[config.mk]
export PLATFORM = sky130hd
export DESIGN_NAME = ir_assembler
export DESIGN_NICKNAME = d
export VERILOG_FILES = /design/src/rtl/ir_assembler.sv
export SDC_FILE = /design/constraint.sdc
export NUM_CORES = 1
export LEC_CHECK = 0
export CORE_ASPECT_RATIO = 1.75
export CORE_UTILIZATION = 50
export CTS_BUF_LIST = sky130_fd_sc_hd__clkbuf_8
export DETAILED_ROUTE_END_ITERATION = 8
export GPL_TIMING_DRIVEN = 0
export PLACE_DENSITY = 0.85
export SYNTH_ARGS = -nofsm -noshare
export SYNTH_HDL_FRONTEND = slang
export SYNTH_SLANG_ARGS = --single-unit
[constraint.sdc]
create_clock -name clk -period 1.7 [get_ports clk]
set_input_delay 0.34 -clock clk [delete_from_list [all_inputs] [get_ports clk]]
set_output_delay 0.34 -clock clk [all_outputs]
set_load 0.03 [all_outputs]
[src/rtl/ir_assembler.sv]
// rtl/ir_assembler.sv - variable-length instruction register fed by a byte stream
module ir_assembler #(
   parameter int DATA_W   = 8,
   parameter int MAX_OPER = 2,
   localparam int CNT_W   = $clog2(MAX_OPER + 1)
) (
   input  logic                       clk,
   input  logic                       reset_n,
   input  logic [DATA_W-1:0]          in_data,
   input  logic                       in_valid,
   output logic                       in_ready,
   input  logic                       flush,
   output logic                       instr_valid,
   input  logic                       instr_ready,
   output logic [DATA_W-1:0]          opcode,
   output logic [MAX_OPER*DATA_W-1:0] operand,
   output logic [CNT_W-1:0]           oper_cnt,
   output logic                       illegal
);

   typedef enum logic [1:0] {
      FETCH_OP  = 2'd0,
      FETCH_ARG = 2'd1,
      HOLD      = 2'd2
   } state_t;

   localparam logic [CNT_W:0] MAX_C = (CNT_W + 1)'(MAX_OPER);

   state_t           state;
   logic [CNT_W-1:0] idx;
   logic [CNT_W-1:0] cnt_f;

   assign cnt_f       = in_data[DATA_W-1 -: CNT_W];
   // Gated by reset_n so every output reads 0 while reset is held.
   assign in_ready    = reset_n && (state == FETCH_OP || state == FETCH_ARG);
   assign instr_valid = (state == HOLD);

   always_ff @(posedge clk or negedge reset_n) begin
      if (!reset_n) begin
         state    <= FETCH_OP;
         opcode   <= '0;
         operand  <= '0;
         oper_cnt <= '0;
         illegal  <= 1'b0;
         idx      <= '0;
      end else if (flush) begin
         state    <= FETCH_OP;
         opcode   <= '0;
         operand  <= '0;
         oper_cnt <= '0;
         illegal  <= 1'b0;
         idx      <= '0;
      end else begin
         case (state)
            FETCH_OP: begin
               if (in_valid) begin
                  opcode  <= in_data;
                  operand <= '0;
                  illegal <= 1'b0;
                  idx     <= '0;
                  if ({1'b0, cnt_f} > MAX_C) begin
                     oper_cnt <= '0;
                     illegal  <= 1'b1;
                     state    <= HOLD;
                  end else if (cnt_f == '0) begin
                     oper_cnt <= '0;
                     state    <= HOLD;
                  end else begin
                     oper_cnt <= cnt_f;
                     state    <= FETCH_ARG;
                  end
               end
            end
            FETCH_ARG: begin
               if (in_valid) begin
                  for (int k = 0; k < MAX_OPER; k++) begin
                     if (idx == CNT_W'(k)) operand[k*DATA_W +: DATA_W] <= in_data;
                  end
                  // idx restarts on the last operand so it never passes MAX_OPER-1.
                  if (idx == oper_cnt - 1'b1) begin
                     idx   <= '0;
                     state <= HOLD;
                  end else begin
                     idx <= idx + 1'b1;
                  end
               end
            end
            HOLD: begin
               if (instr_ready) state <= FETCH_OP;
            end
            default: state <= FETCH_OP;
         endcase
      end
   end

endmodule

==> out/summary.txt <==
Root buffer cell - clkbuf_8
Gr usage total - 22.0%
Routed WL per cell - 15.5 um
Antenna viol nets, final - 0
Worst Hold Class - primary input to async pin
Crit path from - operand[7]
DRC violation count after routing - 0
Least-Margin Pin Slew - 0.471 ns
Clock latency on the worst-skew pair - 0.28 ns
Flops & latches, synth - 31
GP Congestion - 0.752
DIE AREA - 3400 um2
Pre-antenna DRT Iters - 4
CP cell instances - clkdlybuf4s50_1
Skew final - 0.00168 ns
H-tree levels - 2
Status - finished, final reports clean
Via/cell ratio - 5.04
CP bufs+invs - 1
FF-to-FF Start - idx[0]
Row count - 26
CTS max path bufs - 2
Final Max Slew Viols - 0
Worst EP arrival - 1.32 ns
Vias - 1,088
P_leak - 1.06 nW
Initial DRC count - 19
Most used DFF post-synth - dfrtp_1
Post-synth top area share - 49.1%
IO buf count - 41
# IOs - 42
Minimum clock period - 1.66 ns
Setup CP Type - register to output port
Layout area overhead - 38.6%
Avg Cell Area, Syn - 13.0 um2
Pwr Density - 862 nW/um2
Ys async rst share - 100%
Detailed Route WL - 3350 um
Cell variety after synth - 29
Number of CTS-inserted buffers - 5
Initial core utilization - 53.3%
Share of cells above drive strength 1 - 29.9%
Dpl hpwl - 2320 um
R2R cell count - 5
Syn Nets - 139
Number of synthesized flops with an enable pin - 0
CTS clock-pin slew for the worst setup and hold paths - 0.06 ns
Final nets - 191
Die height - 76.3 um
Fmax - 0.602 GHz
End point of the critical path - operand[7]
Antenna violations before repair - 0
Critical path's slowest cell - clkdlybuf4s50_1
Max_cap viols - 0
Startpoint Class - register
Cells after synthesis - 121
Synth top cells by count - dfrtp_1, mux2_2, nor2b_1
Ranking of synthesized cells by area - dfrtp_1, mux2_2, mux2_4
Global-route wire length before repair - 5490 um
Cell Area, Synth - 1580 um2
Relative slew slack - 68.4%
Most frequent cell after synthesis - dfrtp_1
Largest net degree at the start of global routing - 32
Worst Path Required - 1.36 ns
Worst vdd rail ir drop - 0.687 mV
CP peak stage delay - 0.68 ns
Setup Total Neg Slack - 0 ns
ANT cells - 0
CTS tree - built
Fin crit share - 97.7%
Reg2reg setup slack - 0.09 ns
Vias in the first global route - 1,136
Synth Warn # - 0
CTS Sinks - 31
RSZ-0062 raised after global routing - no
Die Width - 44.5 um
Yosys top cell by area - dfrtp_1
Crit. End Element - output port
Final core area utilization - 73.9%
Worst flop-to-flop path endpoint - operand[15]
Final Hold Vio Count - 0
Final setup viols - 0
Sequential share of the synthesized area - 49.1%
Crit-path max FO - 2
Core Region - 2960 um2
GR Overflow Total - 0
Delay-heaviest family, CP - buffers and inverters
WP depth - 1
==> stage by stage <==
stage	worst slack (ns)	area, um2	hold WS (ns)	std cells	power [mW]
global route	0.000683	2190	0.0134	216	1.97
CTS	0.00779	2160	0.00938	213	1.89
global placement	-1.30	2040	0.491	204	1.25
finish	0.0395	2190	0.00443	216	1.89
floorplan	0.195	1580	0.0444	121	1.09
detailed placement	-1.36	2040	0.492	204	1.26
==> sequential cells by signal (all words and copies together) (netlist names) <==
name and cells:
operand 16, idx 2, opcode 8, oper_cnt 2, state 2, illegal 1
==> layout by cell type (no fill, tap or decap), drive strengths merged <==
master | Yosys | routed
nor2 | 8 | 8
o21a | 1 | 1
buf | 4 | 10
and2 | 8 | 8
dfrtp | 31 | 31
and2b | 1 | 1
nor2b | 13 | 13
a22oi | 1 | 1
ha | 5 | 5
dlymetal6s2s | 0 | 2
o21ai | 2 | 2
nand2 | 1 | 1
nor3 | 1 | 1
mux2 | 27 | 27
a22o | 2 | 2
o221a | 1 | 1
inv | 5 | 6
mux2i | 1 | 1
nand2b | 2 | 2
a21oi | 2 | 2
dlygate4sd2 | 0 | 2
clkbuf | 0 | 8
nand4bb | 1 | 1
xnor2 | 1 | 1
clkdlybuf4s50 | 0 | 34
nor3b | 3 | 3
==> area by class of cell <==
type | count | area, um2
Clock buffer | 7 | 96.3
Clock inverter | 1 | 3.75
Multi-Input combinational cell | 81 | 753
Buffer | 4 | 31.3
Fill cell | 204 | 772
Sequential cell | 31 | 777
Tap cell | 42 | 52.6
Timing Repair Buffer | 45 | 455
Inverter | 5 | 18.8
==> power by group <==
group	internal [mW]	switching, mW
Clock	0.363	0.257
Combinational	0.219	0.230
Sequential	0.784	0.0352
Total	1.37	0.522
==> layer usage <==
metal  up-vias  part of all wire [%]  GRT usage [%]
met5         -                     0              0
met2        30                    56           37.1
li1        512                     -              -
met4         0                   1.4           8.18
met3         6                   4.3           6.16
met1       540                    38           25.4
==> kinds of logic (layout without fill, tap and decap cells) <==
family	count (synthesis)	count (layout)	synth area share (%)
simple gates	38	38	15.5
compound gates	9	9	5.47
xor+xnor	1	1	0.555
flops	31	31	49.1
buf+inv	9	62	3.17
mux	28	28	22.3
fa+ha+maj	5	5	3.96
==> worst min path at each step <==
stage / slack [ns] / end / startpoint
5_1_grt: 0.01 / operand[10] / reset_n
4_1_cts: 0.009 / operand[3] / reset_n
3_5_place_dp: 0.49 / operand[4] / operand[4]
6_report: 0.004 / opcode[5] / reset_n
2_1_floorplan: 0.04 / idx[0] / reset_n
3_3_place_gp: 0.49 / operand[10] / operand[10]
==> what timing repair did <==
action                     in CTS  in global routing
gates cloned                    0                  0
hold buffers                    1                  0
setup buffers                   0                  3
hold endpoints to repair       31                  0
setup endpoints to repair       4                 20
pin swaps                       0                  2
resized for setup              14                  5
(Power assumes the default switching activity.)
==> RTL edit 1 (same flow settings) <==
Change the parameter `MAX_OPER` from 2 to 4.
--- a/src/rtl/ir_assembler.sv
+++ b/src/rtl/ir_assembler.sv
@@ -3,3 +3,3 @@
    parameter int DATA_W   = 8,
-   parameter int MAX_OPER = 2,
+   parameter int MAX_OPER = 4,
    localparam int CNT_W   = $clog2(MAX_OPER + 1)
Ports: changed (resized oper_cnt and operand); port bits go from 42 to 59. No check against the original RTL was run, so the function may have changed too.
==> RTL edit 1 against the original RTL <==
- non-clock buffer count grew 24
- setup slack worse by 27 ps
- highest routed layer unchanged
- critical path type unchanged
- clock skew is 6.5 ps higher
- wire length rose by 61%
- design area rose by 49%
- synthesized area is 43% higher
- synthesized cell count increased by 51%
- sequential cell count grew 18
- count of clock-buffer cells in the layout decreased by 2
- total power is 65% higher
- fmax decreased by 1.6%
==> RTL edit 1: results (changes against the original RTL) <==
Route
  – DR WL met3: 291 um (+100%)
  – Initial DRC count: 38 (+19)
  – Metal-1 WL: 1940 um (+53%)
  – Final WL: 5370 um (+61%)
  – WL/cell: 17.3 um (+12%)

Placement
  – Hpwl dp: 3650 um (+57%)
  – Placed Cells: 293 (+44%)
  – # port buffers: 58 (+41%)
  – Dpl ws: -347 ps (+1010 ps)

Setup path
  – R2R cell count: 6 (+1)
  – Reg2Reg Setup Slack: 20 ps (-70 ps)
  – R2r endpoint: operand[31]$_DFFE_PN0P_

Global routing
  – M2 GR Usage: 41.1% (+4.1 points)
  – Met3 usage: 4.69% (-1.5 points)
  – Vias in the first global route: 1717 (+51%)
  – First-pass GRT wire length: 8260 um (+51%)

Pwr
  – Worst vdd ir: 1.11 mV (+62%)
  – Leak pwr: 1.86 nW (+75%)

Synthesis
  – Synth Area in XOR/XNOR: 1.55% (+0.99 points)
  – Syn Nets: 206 (+48%)
  – Avg Inst Size Synth: 12.4 sq um (-5.3%)
  – Complex-gate fraction of the synthesized area: 10.8% (+5.3 points)
  – Top cells by count, synth: dfrtp_1, mux2_2, nand2_1
  – Post-Synth Adder-Cell Area: 5.53% (+1.6 points)

Final layout
  – Core Util, Final: 74.7% (+0.76 points)
  – Nets: 281 (+47%)
  – Fillers: 284 (+39%)
  – Largest registers: operand (32), opcode (8)

STA
  – Final min period: 1690 ps (+26.7 ps)
  – Max Clock Skew: 8.19 ps (+6.51 ps)

Status
  – Outcome: completed
-- RTL edit 1: changes by cell type after synthesis, moves of 8 or more --
cell / unedited run / this run
nand2b_1: 2 / 11
mux2_4: 10 / 0
and2_1: 8 / 0
o21ai_0: 1 / 13
dfrtp_1: 31 / 49
mux2_2: 17 / 30
nand2_1: 1 / 16
-- RTL edit 1: cell type report --
| class | count | area share [%] |
|---|---|---|
| clock buffers | 5 | 2.11 |
| flip-flops and latches | 49 | 37.7 |
| inverters | 8 | 0.921 |
| plain buffers | 5 | 0.806 |
| clock inverters | 3 | 1.34 |
| well taps | 51 | 1.96 |
| multi-input cells | 121 | 32.2 |
| repair buffers | 68 | 23.0 |
-- RTL edit 1: power breakdown --
part	switching [mW]	internal [mW]	total (mW)
clock network	0.399	0.441	0.840
registers	0.0818	1.27	1.36
logic	0.515	0.406	0.921
-- RTL edit 1: worst register-to-register path: stages, from the launching register on --
cell	delay, ps
dfrtp_2	460
ha_4	180
ha_4	140
nand2b_4	140
a21oi_4	180
buf_12	160
mux2_4	300
==> RTL edit 2 (same flow settings) <==
Without the edit above. Encoding of `state_t`: now one-hot (3 bits for 3 states).
--- a/src/rtl/ir_assembler.sv
+++ b/src/rtl/ir_assembler.sv
@@ -20,6 +20,6 @@
 
-   typedef enum logic [1:0] {
-      FETCH_OP  = 2'd0,
-      FETCH_ARG = 2'd1,
-      HOLD      = 2'd2
+   typedef enum logic [2:0] {
+      FETCH_OP  = 3'b001,
+      FETCH_ARG = 3'b010,
+      HOLD      = 3'b100
    } state_t;
Check against the original RTL: no difference found for any inputs over 10 cycles, from zero or initial values and one cycle with reset_n low; not proved beyond that.
==> RTL edit 2 against the original RTL <==
- the flow now finishes with violations (design-rule violations)
- synthesized area down 2.8%
- non-clock buffer count up 2
- setup slack worse by 14 ps
- sequential cell count up 1
- design area down 2.1%
- wire length up 9.2%
- cell count up 4.2%
- total power up 0.91%
==> RTL edit 2: results (changes against the original RTL) <==
Status
  – Outcome: finished, violations left
  – Failing checks: design-rule violations

CTS
  – H-tree levels: 2 (unchanged)
  – Cts hold-fix bufs: 2 (+1)

Global routing
  – Vias in the first global route: 1299 (+14%)
  – M2 GR Usage: 42.1% (+5.1 points)
  – Met3 usage: 6.87% (+0.71 points)
  – Total GRT Usage: 24.8% (+2.8 points)
  – First-pass GRT wire length: 5930 um (+8.1%)
  – M1 GR Usage: 27.1% (+1.8 points)
  – Largest net degree at the start of global routing: 26 (-19%)

Pwr
  – Seq pwr share: 42.5% (-0.9 points)
  – Worst vdd ir: 0.685 mV (-0.22%)
  – Switch share: 25.1% (-2.5 points)
  – Leak pwr: 1.01 nW (-4.8%)
  – Logic pwr share: 15.7% (-8.1 points)

Synthesis
  – Syn Nets: 162 (+17%)
  – Complex-gate fraction of the synthesized area: 20.9% (+15 points)
  – Sequential share of the synthesized area: 52.2% (+3.1 points)
  – Area contributors post-synth: dfrtp_1, a22o_1, nand2_1
  – Post-synthesis mux area share: 1.30% (-21 points)
  – Top cells by count, synth: dfrtp_1, nand2_1, a21oi_1, a22o_1
  – Post-Synth Adder-Cell Area: 4.07% (+0.11 points)
  – Synth Area in XOR/XNOR: 0.570% (+0.016 points)

Route
  – WL/cell: 16.2 um (+4.8%)
  – DR WL met3: 203 um (+41%)
  – DRC Markers: 5 (+5)
  – Metal-1 WL: 1390 um (+9.4%)
  – Met2 wire length: 1970 um (+4.5%)
  – Detailed Routing Iterations Pass 1: 6 (+2)
  – Average via count per standard cell: 5.81 (+15%)

Final layout
  – Largest registers: operand (16), opcode (8), state (3)
  – Share of cells above drive strength 1: 12.7% (-17 points)
  – Nets: 214 (+12%)

Placement
  – Dpl ws: -1440 ps (-79.0 ps)
  – GPL Wtd Cong: 0.799 (+6.3%)
  – Hpwl dp: 2560 um (+10%)
[RTL edit 2: changes by cell type in the layout (fill, tap and decap cells not counted), sizes merged, moves of 3 or more]
| cell | change |
|---|---|
| nor2 | -3 |
| nor2b | -8 |
| nand2b | +4 |
| mux2 | -27 |
| nor3b | -3 |
| a22o | +12 |
| and2 | -6 |
| nand2 | +25 |
| a21oi | +14 |
[RTL edit 2: layout make-up]
| type | instances | area (sq um) |
|---|---|---|
| tap | 28 | 35.0 |
| fill | 202 | 786 |
| buffer | 6 | 41.3 |
| inverter | 4 | 15.0 |
| clock inverter | 1 | 30.0 |
| sequential | 32 | 802 |
| multi-input combinational | 102 | 684 |
| timing repair buffer | 45 | 438 |
| clock buffer | 7 | 96.3 |
[RTL edit 2: stage by stage]
| stage | hold slack (ps) | power (mW) | std cells | instance area (sq um) |
|---|---|---|---|---|
| after detailed placement | 484 | 1.11 | 213 | 1980 |
| after global routing | 5.07 | 1.98 | 225 | 2140 |
| after floorplan | 44.4 | 0.981 | 144 | 1540 |
| after CTS | 13.7 | 1.91 | 223 | 2130 |
| final | 19.1 | 1.90 | 225 | 2140 |
| after global placement | 481 | 1.10 | 213 | 1980 |
[RTL edit 2: final timing paths]
path	slack [ps]	to	start
max in group asynchronous	550	operand[7]$_DFFE_PN0P_	reset_n
worst min register to register	490	operand[4]$_DFFE_PN0P_	operand[4]$_DFFE_PN0P_
worst min-delay path	20	state[0]$_DFFE_PN1P_	reset_n
worst max-delay path	30	operand[9]	operand[9]$_DFFE_PN0P_
worst max register to register	190	operand[9]$_DFFE_PN0P_	state[0]$_DFFE_PN1P_
min in group clk	490	operand[4]$_DFFE_PN0P_	operand[4]$_DFFE_PN0P_
